**src/rtl/instruction_fetch.sv**
```systemverilog
// LEGv8 fetch stage: PC, fixed one-cycle instruction memory reads, 2-entry in-order queue to decode.
// Optional macro IFETCH_B_PREDECODE_EN: unconditional B is detected on return and redirected in fetch.
module instruction_fetch #(
  parameter logic [31:0] RESET_PC = 32'h0000_0000
) (
  input  logic        clk,
  input  logic        reset,
  output logic        imem_req,
  output logic [31:0] imem_addr,
  input  logic [31:0] imem_rdata,
  input  logic        redirect_valid,
  input  logic [31:0] redirect_pc,
  output logic        instr_valid,
  input  logic        instr_ready,
  output logic [31:0] instr,
  output logic [31:0] instr_pc,
  output logic        instr_pred_taken
);

  logic [31:0] r_pc;
  logic [1:0]  r_count;
  logic        r_head;
  logic        r_inflight;
  logic [31:0] r_inflight_pc;
  logic [31:0] r_q_instr [2];
  logic [31:0] r_q_pc    [2];

  logic        w_pop;
  logic        w_push;
  logic        w_wr_idx;
  logic        w_br_hit;
  logic [31:0] w_br_target;
  logic [31:0] w_redirect_pc;
  logic [2:0]  w_occupancy;
  logic [1:0]  w_wr_en;

  assign w_pop         = instr_valid & instr_ready;
  assign w_push        = r_inflight & ~redirect_valid;
  assign w_redirect_pc = redirect_pc & 32'hFFFF_FFFC;
  // A full queue is never written, so head + count modulo 2 is the free slot.
  assign w_wr_idx      = r_head ^ r_count[0];
  assign w_occupancy   = {1'b0, r_count} - {2'b00, w_pop} + {2'b00, r_inflight};

`ifdef IFETCH_B_PREDECODE_EN
  logic r_q_pt [2];

  assign w_br_hit    = w_push & (imem_rdata[31:26] == 6'b000101);
  assign w_br_target = r_inflight_pc + {{4{imem_rdata[25]}}, imem_rdata[25:0], 2'b00};
  assign instr_pred_taken = r_q_pt[r_head];
`else
  assign w_br_hit    = 1'b0;
  assign w_br_target = r_inflight_pc;
  assign instr_pred_taken = 1'b0;
`endif

  // A predecoded B suppresses this cycle's sequential request instead of killing it later.
  assign imem_req    = ~reset & ~redirect_valid & ~w_br_hit & (w_occupancy < 3'd2);
  assign imem_addr   = r_pc;
  assign instr_valid = (r_count != 2'd0);
  assign instr       = r_q_instr[r_head];
  assign instr_pc    = r_q_pc[r_head];

  for (genvar gi = 0; gi < 2; gi++) begin : g_wr_en
    assign w_wr_en[gi] = w_push & (w_wr_idx == 1'(gi));
  end

  always_ff @(posedge clk) begin
    for (int i = 0; i < 2; i++) begin
      if (reset) begin
        r_q_instr[i] <= '0;
        r_q_pc[i]    <= '0;
`ifdef IFETCH_B_PREDECODE_EN
        r_q_pt[i]    <= 1'b0;
`endif
      end else if (w_wr_en[i]) begin
        r_q_instr[i] <= imem_rdata;
        r_q_pc[i]    <= r_inflight_pc;
`ifdef IFETCH_B_PREDECODE_EN
        r_q_pt[i]    <= w_br_hit;
`endif
      end
    end
  end

  always_ff @(posedge clk) begin
    if (reset) begin
      r_pc          <= RESET_PC;
      r_count       <= 2'd0;
      r_head        <= 1'b0;
      r_inflight    <= 1'b0;
      r_inflight_pc <= '0;
    end else if (redirect_valid) begin
      r_pc       <= w_redirect_pc;
      r_count    <= 2'd0;
      r_inflight <= 1'b0;
    end else begin
      r_inflight <= imem_req;
      if (w_br_hit) begin
        r_pc <= w_br_target;
      end else if (imem_req) begin
        r_pc          <= r_pc + 32'd4;
        r_inflight_pc <= r_pc;
      end
      r_head  <= r_head ^ w_pop;
      r_count <= r_count + {1'b0, w_push} - {1'b0, w_pop};
    end
  end

endmodule

```
**config.mk**
```make
export PLATFORM = sky130hd
export DESIGN_NAME = instruction_fetch
export DESIGN_NICKNAME = d
export VERILOG_FILES = /design/src/rtl/instruction_fetch.sv
export SDC_FILE = /design/constraint.sdc
export NUM_CORES = 1
export LEC_CHECK = 0
export CORE_AREA = 2 2 126 128
export CTS_CLUSTER_DIAMETER = 100
export DETAILED_ROUTE_END_ITERATION = 7
export DIE_AREA = 0 0 128 130
export HOLD_SLACK_MARGIN = 0.03
export PLACE_DENSITY = 0.84
export SETUP_SLACK_MARGIN = 0.1
export SKIP_LAST_GASP = 1
export SYNTH_ARGS = -nofsm -noshare
export SYNTH_HDL_FRONTEND = slang
export SYNTH_SLANG_ARGS = --single-unit
```
**constraint.sdc**
```tcl
create_clock -name clk -period 5.03 [get_ports clk]
set_clock_uncertainty 0.05 [all_clocks]
set_input_delay 1.006 -clock clk [delete_from_list [all_inputs] [get_ports clk]]
set_output_delay 1.006 -clock clk [all_outputs]
set_load 0.05 [all_outputs]
```
## Yosys cells after proc, flatten, opt, wreduce, memory -nomap -nowiden

Memories as Yosys holds them, arrays and structs flattened. A register that Yosys moved wholly into a read port is not among the register bits.
Index checks and enable logic that the tools add are counted.

| cells by class | value |
|---|---|
| reduce and logical (&&, ||, !) cells | 4 |
| add/sub/neg operators | 5 |
| multiplexer cells | 18 |
| bitwise gates (word level) | 15 |
| magnitude comparators | 1 |

Operator list:

| operator | number |
|---|---|
| $mux W32 | 6 |
| $add A32 B3 Y32 const B | 1 |
| $mux W1 | 12 |
| $and A1 B1 Y1 | 6 |
| $or A1 B1 Y1 | 4 |
| $reduce_bool A2 Y1 | 2 |
| $add A3 B1 Y3 | 1 |
| $lt A3 B2 Y1 const B | 1 |
| $not A1 Y1 | 3 |
| $sub A2 B1 Y3 | 1 |
| $add A2 B1 Y2 | 1 |
| $reduce_and A2 Y1 | 1 |
| $reduce_or A2 Y1 | 1 |
| $sub A2 B1 Y2 | 1 |
| $xor A1 B1 Y1 | 2 |

| word-level totals | value |
|---|---|
| output and inout port bits | 99 |
| register bits after elaboration | 68 |
| memories | 2 |
| memory bits (writable) | 128 |

Memory list:

| name | depth | bits a word | rd ports | clocked after memory_dff | write ports | line | RTL |
|---|---|---|---|---|---|---|---|
| r_q_instr | 2 | 32 | 1 | 1 | 2 | 25 | `logic [31:0] r_q_instr [2];` |
| r_q_pc | 2 | 32 | 1 | 1 | 2 | 26 | `logic [31:0] r_q_pc [2];` |

## Logic depth before layout (Yosys ltp)

| depth | value |
|---|---|
| word-level depth | 8 |
| gate-level depth with buffers | 12 |

## Worst setup path after synthesis

No wires, ideal clock.

| path | value |
|---|---|
| path type | input to output |
| start | input port instr_ready |
| end | output port imem_req |
| cell stages on the path | 8 |
| arrival | 2827 ps |
| path slack | 1147 ps |
| cells stage by stage | nand2_1 > nor2_1 > fa_1 > xnor2_1 > nand3_2 > inv_1 > buf_2 > buf_1 |

| between the ends | value |
|---|---|
| word-level cells in the longest chain between the ends | 5 |

Ends and longest elaborated chain:

| what | line | RTL |
|---|---|---|
| start, declared | 14 | `input logic instr_ready,` |
| $and A1 B1 Y1 | 37 | `assign w_pop = instr_valid & instr_ready;` |
| $sub A2 B1 Y3 | 42 | `assign w_occupancy = {1'b0, r_count} - {2'b00, w_pop} + {2'b00, r_inflight};` |
| $add A3 B1 Y3 | 42 |  |
| $lt A3 B2 Y1 | 57 | `assign imem_req = ~reset & ~redirect_valid & ~w_br_hit & (w_occupancy < 3'd2);` |
| $and A1 B1 Y1 | 57 |  |
| end, declared | 8 | `output logic imem_req,` |

Every way passes these cells.

## Worst setup path in the final report

Same ends and word-level chain as after synthesis.

==> impl_results.md <==
- Max-slew headroom: 33.4%
- Status: complete, no violations
- Final HPWL DP: approximately 12 mm
- Min-delay worst type: flip-flop to flip-flop
- Via Count: 5988
- Syn Area/Cell: 11.5 µm²
- Async SR Flop Fraction: 0%
- Max Fanout on Critical Path: 3
- Worst hold slack: a little over 400 ps
- CP required: 3970 ps
- Die height: approximately 130 µm
- Finished Layout Cells: 1080
- Leakage power: around 4 nW
- Internal power: 2.71 mW
- Area Overhead vs Synth: 28.0%
- Clock Path Buffers: 2
- Total CTS buffers: 17
- Top_reg_cell synth: edfxtp_1
- Wire per inst: 17.3 µm
- Slew @ Worst Pin: 990 ps
- Yosys warning count: 0
- Max_cap viols: 0
- Largest net degree at the start of global routing: 62
- Drt total wl: between 15 and 20 mm
- Die area: 16600 µm²
- Share of layout cells above drive strength 1: around 14%
- Drt drc: 0
- Slowest CP cell: clkdlybuf4s50_1
- Dpl cells: 1048
- Die W: 128 µm
- Number of setup buffers added after CTS: 0
- CP top delay family: buffers and inverters
- Initial detailed-routing violation count: about 610
- Clock power share: ~38%
- Tmin final: 3860 ps
- I/O Buffers: 159
- Final setup fails: 0
- Hold buffers post-CTS: 0
- Count of cell types in the netlist: between 50 and 60
- Initial antenna violation count: 0
- Final Power: 3.66 mW
- H-tree depth: 4
- Ant diodes: 0
- CTS tree: done
- CP Class: input port to output pin
- Place WS: slightly below 1000 ps
- Sequential share of power: roughly half
- Part of the Yosys area used for sequential elements: 59.6%
- Maximum clock frequency: 259 MHz
- Post-synth EDFFs: 124
- CTS resizes: 0
- Largest stage delay, worst path: 540 ps
- Root Driver: clkbuf_16
- Net Sw Frac: between 20% and 30%
- Worst vdd ir: 0.232 mV
- Min setup slack post-route: 1170 ps
- Flops & latches, synth: 189
- Reg2reg setup slack: between 1500 and 2000 ps
- Core Area: 15400 µm²
- P_sw: ~950 µW
- Total track usage: 23.1%
- Drt via density: 5.54
- Sink Count: 189
- Clock transition at the registers of the reported paths: 70 ps
- Synthesized cell area: ~8400 µm²
- DR pass1 iterations: 5
- NumNets Final: between 900 and 1000
- Cell Chain, Critical Path: clkdlybuf4s50_1 > xor2_1 > nand2_1 > fa_1 > xnor2_1 > nand3_2 > inv_1 > buf_12
- # rows: 46
- Pins Over Slew Limit: 0
- CP bufs+invs: 3
- Fraction of the cycle the final worst path needs: 76.7%
- Final Hold Vio Count: 0
- Power Density: 339 nW/µm²
- Vias in the first global route: between 5000 and 6000
- Clk Latency, worst-skew pair: around 430 ps
- Routability cong.: 0.832
- Initial core utilization: a little over half
- Critical path endpoint category: output pin
- # fillers: 1144
- Post-DRT Antenna Nets: 0
- Fin Setup TNS: 0 ps
- Worst path arrival time: roughly 2800 ps
- Grt ovf: 0
- IO Count: 167
- RSZ-0062 raised after global routing: no
- CP Launch Type: input port
- Global-route wire length before repair: approximately 30 mm
- Combinational fraction of design power: 13.7%
- Syn Inst Count: ~730
## cell usage in the layout (no fill, tap or decap), types with 7 or more instances in the layout
cell type / n
nor2b_1: 10
and2_1: 126
dfxtp_1: 64
nand3_1: 7
or3_1: 7
a31oi_1: 11
nor2_1: 12
inv_1: 10
mux2_2: 63
a21oi_1: 49
clkbuf_16: 19
nand2_1: 89
edfxtp_1: 124
clkdlybuf4s50_1: 157
o21ai_0: 18
buf_4: 14
nand4_1: 9
a32oi_1: 7
## cell families after synthesis
| kind of cell | Yosys count | synth area share (%) |
|---|---|---|
| adders and majority gates | 3 | 0.534 |
| other | 1 | 0.0445 |
| and+or+nand+nor | 294 | 19.2 |
| DFF | 189 | 59.6 |
| buffers and inverters | 63 | 3.31 |
| muxes | 64 | 8.53 |
| AOI/OAI and AO/OA | 108 | 7.76 |
| xor gates and xnor gates | 10 | 1.04 |
## synthesized netlist by cell type (all sizes together) (2+ instances only)
cell	n	area, µm²
inv	10	37.5
xnor2	6	52.6
a21o	2	15.0
nand2	89	334
nor2b	10	62.6
a31oi	11	68.8
o21ai	18	90.1
nand3	9	62.6
a22oi	4	30.0
a2bb2oi	3	26.3
buf	23	124
dfxtp	65	1300
or3	7	43.8
edfxtp	124	3720
clkbuf	30	118
a32oi	7	61.3
nor2	15	63.8
a21oi	49	245
mux2	63	709
xor2	4	35.0
and3	5	37.5
nor3	6	30.0
nand4	10	68.8
and2	126	788
o211ai	3	22.5
nand3b	3	22.5
or4	5	45.0
o22ai	3	18.8
nor4	6	37.5
ha	2	25.0
## tightest hold or removal path: stages (launching register included)
cell,delay [ps]
dfxtp_1,310
nand2_1,50
a21oi_1,50
## area by class of cell
cell class	instances	area [µm²]	area share (%)
Clock buffer	19	475	4.41
Clock inverter	13	148	1.37
Inverter	10	37.5	0.348
Multi-Input combinational cell	484	3160	29.3
Sequential cell	189	5030	46.6
Tap cell	192	240	2.23
Timing Repair Buffer	173	1700	15.8
## flip-flops by register name (all words and copies together) (netlist names), named ones only
signal and flops:
r_q_pc 60, r_head 1, r_count 2, r_q_instr 64, r_inflight_pc 30, r_inflight 1, imem_addr 30
## per-layer routing
metal / part of all wire (%) / global-route usage, % / vias up
met5: 0 / 0 / -
met4: 1.5 / 7.89 / 0
met3: 6.6 / 5.54 / 18
met2: 51 / 40.2 / 226
met1: 41 / 28.4 / 2861
li1: - / - / 2883
## power groups by stage
stage | logic (mW) | clock network (mW) | registers, mW
final | 0.501 | 1.39 | 1.77
after global routing | 0.527 | 1.47 | 1.78
after CTS | 0.504 | 1.41 | 1.77
after detailed placement | 0.502 | 0 | 1.80
after global placement | 0.497 | 0 | 1.80
after floorplan | 0.269 | 0 | 1.84
## path summary, 6_finish.rpt
| kind | start | endpoint | cells after the start |
|---|---|---|---|
| worst max-delay path | instr_ready | imem_req | 8 |
| worst min-delay path | r_inflight_pc[29] | r_inflight_pc[29] | 2 |
| worst min register to register | r_inflight_pc[29] | r_inflight_pc[29] | 2 |
| worst max register to register | r_count[0] | imem_addr[21] | 11 |
## per-stage QoR
stage | utilization (%) | cell area (µm²)
global route | 70.0 | 10800
finish | 70.0 | 10800
CTS | 70.0 | 10800
floorplan | - | 8450
global placement | 65.9 | 10200
detailed placement | 65.9 | 10200
(Power assumes the default switching activity.)
